`src/rtl/core_branch_ctrl.sv`:
```
// Branch resolution controller for the RV32I pipeline: resolves cond branches, JAL and JALR,
// then sequences the PC redirect, the flush window and the link write-back (static not-taken).
module core_branch_ctrl #(
    parameter int unsigned FLUSH_CYCLES = 2
) (
    input  logic        CLK,
    input  logic        NRST,
    input  logic        ID_VALID_i,
    output logic        ID_READY_o,
    input  logic [1:0]  ID_KIND_i,
    input  logic [2:0]  ID_FUNCT3_i,
    input  logic [31:0] ID_PC_i,
    input  logic [31:0] ID_IMM_i,
    input  logic        OPS_VALID_i,
    input  logic [31:0] REG_RDATA1_i,
    input  logic [31:0] REG_RDATA2_i,
    output logic        REDIRECT_VALID_o,
    output logic [31:0] REDIRECT_PC_o,
    output logic        FLUSH_o,
    output logic        LINK_VALID_o,
    output logic [31:0] LINK_DATA_o,
    output logic        EXC_MISALIGN_o,
    output logic [15:0] TAKEN_CNT_o
);

    typedef enum logic [1:0] {S_IDLE, S_WAIT_OPS, S_RESOLVE, S_FLUSH} state_e;

    localparam logic [1:0] KIND_COND  = 2'b00;
    localparam logic [1:0] KIND_JAL   = 2'b01;
    localparam logic [1:0] KIND_JALR  = 2'b10;
    localparam logic [1:0] KIND_RSVD  = 2'b11;
    localparam logic [3:0] FLUSH_LOAD = 4'(FLUSH_CYCLES - 1);

    state_e      state_q, state_d;
    logic [1:0]  kind_q, kind_d;
    logic [2:0]  funct3_q, funct3_d;
    logic [31:0] pc_q, pc_d;
    logic [31:0] imm_q, imm_d;
    logic [31:0] rs1_q, rs1_d;
    logic [31:0] rs2_q, rs2_d;
    logic [3:0]  flush_cnt_q, flush_cnt_d;
    logic        redirect_valid_q, redirect_valid_d;
    logic [31:0] redirect_pc_q, redirect_pc_d;
    logic        link_valid_q, link_valid_d;
    logic [31:0] link_data_q, link_data_d;
    logic        exc_q, exc_d;
    logic [15:0] taken_cnt_q, taken_cnt_d;

    logic        cond_taken;
    logic        is_jump;
    logic        taken;
    logic [31:0] target_sum;
    logic [31:0] target;
    logic        misaligned;

    // Branch condition from the latched operands; funct3 010/011 are never taken.
    always_comb begin
        cond_taken = 1'b0;
        case (funct3_q)
            3'b000:  cond_taken = (rs1_q == rs2_q);
            3'b001:  cond_taken = (rs1_q != rs2_q);
            3'b100:  cond_taken = ($signed(rs1_q) <  $signed(rs2_q));
            3'b101:  cond_taken = ($signed(rs1_q) >= $signed(rs2_q));
            3'b110:  cond_taken = (rs1_q <  rs2_q);
            3'b111:  cond_taken = (rs1_q >= rs2_q);
            default: cond_taken = 1'b0;
        endcase
    end

    assign is_jump    = (kind_q == KIND_JAL) || (kind_q == KIND_JALR);
    assign taken      = is_jump || ((kind_q == KIND_COND) && cond_taken);
    assign target_sum = ((kind_q == KIND_JALR) ? rs1_q : pc_q) + imm_q;
    assign target     = (kind_q == KIND_JALR) ? {target_sum[31:1], 1'b0} : target_sum;
    assign misaligned = taken && target[1];

    always_comb begin
        state_d          = state_q;
        kind_d           = kind_q;
        funct3_d         = funct3_q;
        pc_d             = pc_q;
        imm_d            = imm_q;
        rs1_d            = rs1_q;
        rs2_d            = rs2_q;
        flush_cnt_d      = flush_cnt_q;
        redirect_valid_d = 1'b0;
        redirect_pc_d    = redirect_pc_q;
        link_valid_d     = 1'b0;
        link_data_d      = link_data_q;
        exc_d            = 1'b0;
        taken_cnt_d      = taken_cnt_q;

        case (state_q)
            S_IDLE: begin
                if (ID_VALID_i) begin
                    kind_d   = ID_KIND_i;
                    funct3_d = ID_FUNCT3_i;
                    pc_d     = ID_PC_i;
                    imm_d    = ID_IMM_i;
                    // JAL needs no register operands; reserved kinds are swallowed here.
                    if (ID_KIND_i == KIND_JAL) begin
                        state_d = S_RESOLVE;
                    end else if (ID_KIND_i != KIND_RSVD) begin
                        state_d = S_WAIT_OPS;
                    end
                end
            end
            S_WAIT_OPS: begin
                if (OPS_VALID_i) begin
                    rs1_d   = REG_RDATA1_i;
                    rs2_d   = REG_RDATA2_i;
                    state_d = S_RESOLVE;
                end
            end
            S_RESOLVE: begin
                if (taken) begin
                    state_d     = S_FLUSH;
                    flush_cnt_d = FLUSH_LOAD;
                    if (misaligned) begin
                        exc_d = 1'b1;
                    end else begin
                        redirect_valid_d = 1'b1;
                        redirect_pc_d    = target;
                        if (taken_cnt_q != 16'hFFFF) begin
                            taken_cnt_d = taken_cnt_q + 16'd1;
                        end
                    end
                end else begin
                    state_d = S_IDLE;
                end
                if (is_jump && !misaligned) begin
                    link_valid_d = 1'b1;
                    link_data_d  = pc_q + 32'd4;
                end
            end
            S_FLUSH: begin
                if (flush_cnt_q == 4'd0) begin
                    state_d = S_IDLE;
                end else begin
                    flush_cnt_d = flush_cnt_q - 4'd1;
                end
            end
            default: state_d = S_IDLE;
        endcase
    end

    always_ff @(posedge CLK) begin
        if (!NRST) begin
            state_q          <= S_IDLE;
            kind_q           <= 2'd0;
            funct3_q         <= 3'd0;
            pc_q             <= 32'd0;
            imm_q            <= 32'd0;
            rs1_q            <= 32'd0;
            rs2_q            <= 32'd0;
            flush_cnt_q      <= 4'd0;
            redirect_valid_q <= 1'b0;
            redirect_pc_q    <= 32'd0;
            link_valid_q     <= 1'b0;
            link_data_q      <= 32'd0;
            exc_q            <= 1'b0;
            taken_cnt_q      <= 16'd0;
        end else begin
            state_q          <= state_d;
            kind_q           <= kind_d;
            funct3_q         <= funct3_d;
            pc_q             <= pc_d;
            imm_q            <= imm_d;
            rs1_q            <= rs1_d;
            rs2_q            <= rs2_d;
            flush_cnt_q      <= flush_cnt_d;
            redirect_valid_q <= redirect_valid_d;
            redirect_pc_q    <= redirect_pc_d;
            link_valid_q     <= link_valid_d;
            link_data_q      <= link_data_d;
            exc_q            <= exc_d;
            taken_cnt_q      <= taken_cnt_d;
        end
    end

    assign ID_READY_o       = (state_q == S_IDLE);
    assign FLUSH_o          = (state_q == S_FLUSH);
    assign REDIRECT_VALID_o = redirect_valid_q;
    assign REDIRECT_PC_o    = redirect_pc_q;
    assign LINK_VALID_o     = link_valid_q;
    assign LINK_DATA_o      = link_data_q;
    assign EXC_MISALIGN_o   = exc_q;
    assign TAKEN_CNT_o      = taken_cnt_q;

endmodule

```
`config.mk`:
```
export PLATFORM = sky130hd
export DESIGN_NAME = core_branch_ctrl
export DESIGN_NICKNAME = d
export VERILOG_FILES = /design/src/rtl/core_branch_ctrl.sv
export SDC_FILE = /design/constraint.sdc
export NUM_CORES = 1
export LEC_CHECK = 0
export ABC_AREA = 1
export CAP_MARGIN = 20
export CORE_UTILIZATION = 35
export CTS_BUF_LIST = sky130_fd_sc_hd__clkbuf_8
export CTS_CLUSTER_SIZE = 40
export DETAILED_ROUTE_END_ITERATION = 16
export PLACE_DENSITY = 0.63
export SYNTH_ARGS = -nofsm -noshare
export SYNTH_HDL_FRONTEND = slang
export SYNTH_SLANG_ARGS = --single-unit
```
`constraint.sdc`:
```
create_clock -name CLK -period 6.2 [get_ports CLK]
set_input_delay 1.24 -clock CLK [delete_from_list [all_inputs] [get_ports CLK]]
set_output_delay 1.24 -clock CLK [all_outputs]
set_load 0.02 [all_outputs]
```
==> flow_metrics.tcl <==
set metrics [dict create \
    yosys.cell_types.count 43 \
    p_switching_mw 2.00 \
    syn_inst 1619 \
    place.gp.congestion 0.894 \
    leakagePower_nw 6.29 \
    dr.pass1.iters 5 \
    slowest_stage "inv_2" \
    clkTransAtPathRegs_ns 0.06 \
    synth_top_area_cell "dfxtp_1" \
    ys_async_sr_fraction_pct 0 \
    vias_per_cell 4.97 \
    min-delay-path-class "flop to flop" \
    internal_power_mw 3.10 \
    period_minus_slack_ns 4.25 \
    setup_viol_count_final 0 \
    end_kind "flop" \
    cts_setup_buffers 0 \
    clkSinkCount 222 \
    nets 2021 \
    fp.dieH_um 184 \
    cts_max_level 2 \
    grt_pass1_wl_mm 56.4 \
    synth_area_mm2 0.0116 \
    cts_root_buf "clkbuf_8" \
    wire_per_inst_um 16.2 \
    crit_top_cell "inv_1" \
    pwr-share-seq_pct 36.3 \
    synth_fp_nets 1825 \
    finalCritPeriodShare_pct 68.6 \
    max_cap_violations 0 \
    power_density_mw_per_mm2 341 \
    grt_antenna_before_repair 0 \
    worstPathCellList "inv_1 > ha_1 > buf_4 > inv_1 > nand2_1 > o21ai_0 > ha_1 > fa_1 > nor2_2 > buf_4 > nand2_1 > inv_2 > nor2_1 > nor2_1 > o21ai_0 > inv_1" \
    cts_buffers 39 \
    areaGrowthSynthToFinish_pct 28.3 \
    grt_max_degree 100 \
    instances_no_fill 2284 \
    track_usage_pct 21.4 \
    power_frac_clock_pct 26.2 \
    rsz0062_at_grt "false" \
    routed_wl_mm 37.1 \
    worst_slew_pin_slew_ns 1.01 \
    critical_path_class "flop to flop" \
    synth_seq_area_share_pct 38.1 \
    pwr-share-comb_pct 37.5 \
    synth.area.top_cells "dfxtp_1 (38%), o21ai_0 (9.1%), nor2_1 (7.7%), ha_1 (7.3%), nand2_1 (7.3%)" \
    die_w_um 184 \
    fin_util_pct 45.8 \
    crit_path_start_kind "flop" \
    grt_overflow_total 0 \
    initialDrtViolationCount 707 \
    setup-tns-final_ns 0 \
    synth_seq_cells 222 \
    max-vdd-ir-drop_mv 0.144 \
    yosysTopAreaCellShare_pct 38.1 \
    cts_tree "yes" \
    cp.arrival_ns 4.74 \
    start_util_pct 35.7 \
    vias 11300 \
    io-pin-count 222 \
    skew_ns 0.0194 \
    synth-edff-count 0 \
    insertion_delay_ns 0.55 \
    crit_path_max_fanout 51 \
    num_rows 66 \
    drc 0 \
    cp.required_ns 6.68 \
    yosys_warnings 0 \
    place_inst 2216 \
    io_buffers 221 \
    ctsResizeCount 0 \
    final_hold_viol_count 0 \
    relSlewSlack_pct 32.6 \
    ctsHoldBuffers 0 \
    core_mm2 0.0326 \
    antenna_cells 0 \
    die_area_mm2 0.0340 \
    avgSynthCellArea_um2 7.20 \
    antenna_left 0 \
    whs_ns 0.435 \
    critical-path-max-stage-delay_ns 0.68 \
    power_mw 5.10 \
    synth_ff_type "dfxtp_1" \
    grt_pass1_vias 10400 \
    netSwitchingFraction_pct 39.3 \
    maxSlewViolCount 0 \
    max_freq_mhz 235 \
    cts_max_path_buffers 3 \
    hpwl_mm 28.3 \
    layout-drive-gt1-share_pct 5.43 \
    status "finished clean" \
]
-- per-layer routing --
layer	share of wire [%]	routed length [um]	vias to the layer above	global-route usage, %
li1	-	-	5742	-
met1	48	17900	5204	30.4
met2	44	16100	339	32.8
met3	5.6	2080	59	3.16
met4	2.6	964	0	7.20
met5	0	0	-	0
-- synth_stat cells, types with 3 or more instances --
cell type	number
nand3_2	4
nand2_1	226
xor2_1	57
buf_4	6
nand4_1	21
dfxtp_1	222
nand3_1	69
nor2_1	240
o21a_1	3
nor2_4	3
o21ai_0	212
buf_2	3
o21bai_1	3
inv_1	152
nor3_1	23
nor3_4	3
a21oi_1	166
xnor2_1	16
clkbuf_1	61
a31oi_1	5
nor4_1	3
nor2_2	4
nand2_2	3
o21ai_1	9
buf_1	3
ha_1	68
buf_6	3
a21o_1	7
inv_2	5
-- critical path, delay by kind of cell (launching register included) --
family	cells	cell delay (ns)
compound gates	2	0.18
simple gates	5	0.98
fa+ha+maj	3	0.89
flops	1	0.29
buf+inv	6	1.82
-- power groups by stage --
stage,combinational [mW],sequential [mW],clock (mW)
floorplan,1.19,1.91,0
CTS,1.91,1.85,1.36
finish,1.91,1.85,1.34
global route,2.12,1.88,1.43
detailed placement,1.90,1.88,0
global placement,1.87,1.88,0
-- path summary, 6_finish.rpt --
path / startpoint / cells past startpoint / to / slack (ns)
setup / recovery: kind_q[0]$_SDFFE_PN0P_ / 16 / LINK_DATA_o[8]$_SDFFE_PN0P_ / 1.95
hold / removal: REDIRECT_PC_o[1]$_SDFFE_PN0P_ / 2 / REDIRECT_PC_o[1]$_SDFFE_PN0P_ / 0.43
setup reg to reg: kind_q[0]$_SDFFE_PN0P_ / 16 / LINK_DATA_o[8]$_SDFFE_PN0P_ / 1.95
hold reg to reg: REDIRECT_PC_o[1]$_SDFFE_PN0P_ / 2 / REDIRECT_PC_o[1]$_SDFFE_PN0P_ / 0.43
-- layout by cell type, fill, tap and decap left out, types with 3 or more instances in the layout --
cell type / netlist / layout
o21ai_0: 212 / 212
nor3_1: 23 / 23
o21bai_1: 3 / 3
nand3_2: 4 / 4
nor2_2: 4 / 4
dfxtp_1: 222 / 222
o21a_1: 3 / 3
nor4_1: 3 / 3
nand2_2: 3 / 5
buf_4: 6 / 10
ha_1: 68 / 68
nand2_1: 226 / 224
a21oi_1: 166 / 166
nor3_4: 3 / 3
a21o_1: 7 / 7
nor2_1: 240 / 240
inv_2: 5 / 5
clkdlybuf4s50_1: 0 / 220
nand4_1: 21 / 21
xnor2_1: 16 / 16
o21ai_1: 9 / 9
xor2_1: 57 / 57
clkbuf_8: 0 / 50
a31oi_1: 5 / 5
inv_1: 152 / 166
nor2_4: 3 / 3
nand3_1: 69 / 69
-- stage by stage --
stage          setup slack [ns]  area, um2
6_report                   1.95      14900
4_1_cts                    1.95      14900
3_5_place_dp               1.98      14200
3_3_place_gp               2.16      14200
2_1_floorplan              3.16      11600
5_1_grt                    1.57      14900
-- layout make-up --
type                       instances  area (um2)
clock inverter                    18        78.8
tap                              442         553
timing repair buffer             231        2300
clock buffer                      50         688
multi-input combinational       1163        6280
inverter                         158         593
sequential                       222        4440
fill                            3322       17700
-- flip-flops by register name, summed over array words and instances (netlist names), 4 cells and up --
signal and cells:
imm_q 32, LINK_DATA_o 32, rs2_q 32, flush_cnt_q 4, TAKEN_CNT_o 16, REDIRECT_PC_o 32, pc_q 32, rs1_q 32
-- kinds of logic (layout without fill, tap and decap cells) --
| family | Yosys count | count (layout) | synth area share (%) |
|---|---|---|---|
| xor+xnor | 73 | 73 | 5.49 |
| buf+inv | 234 | 457 | 7.96 |
| simple gates | 608 | 608 | 22.7 |
| compound gates | 413 | 413 | 18.3 |
| flops | 222 | 222 | 38.1 |
| fa+ha+maj | 69 | 69 | 7.48 |
No activity file was read; power rests on OpenSTA's default activity.
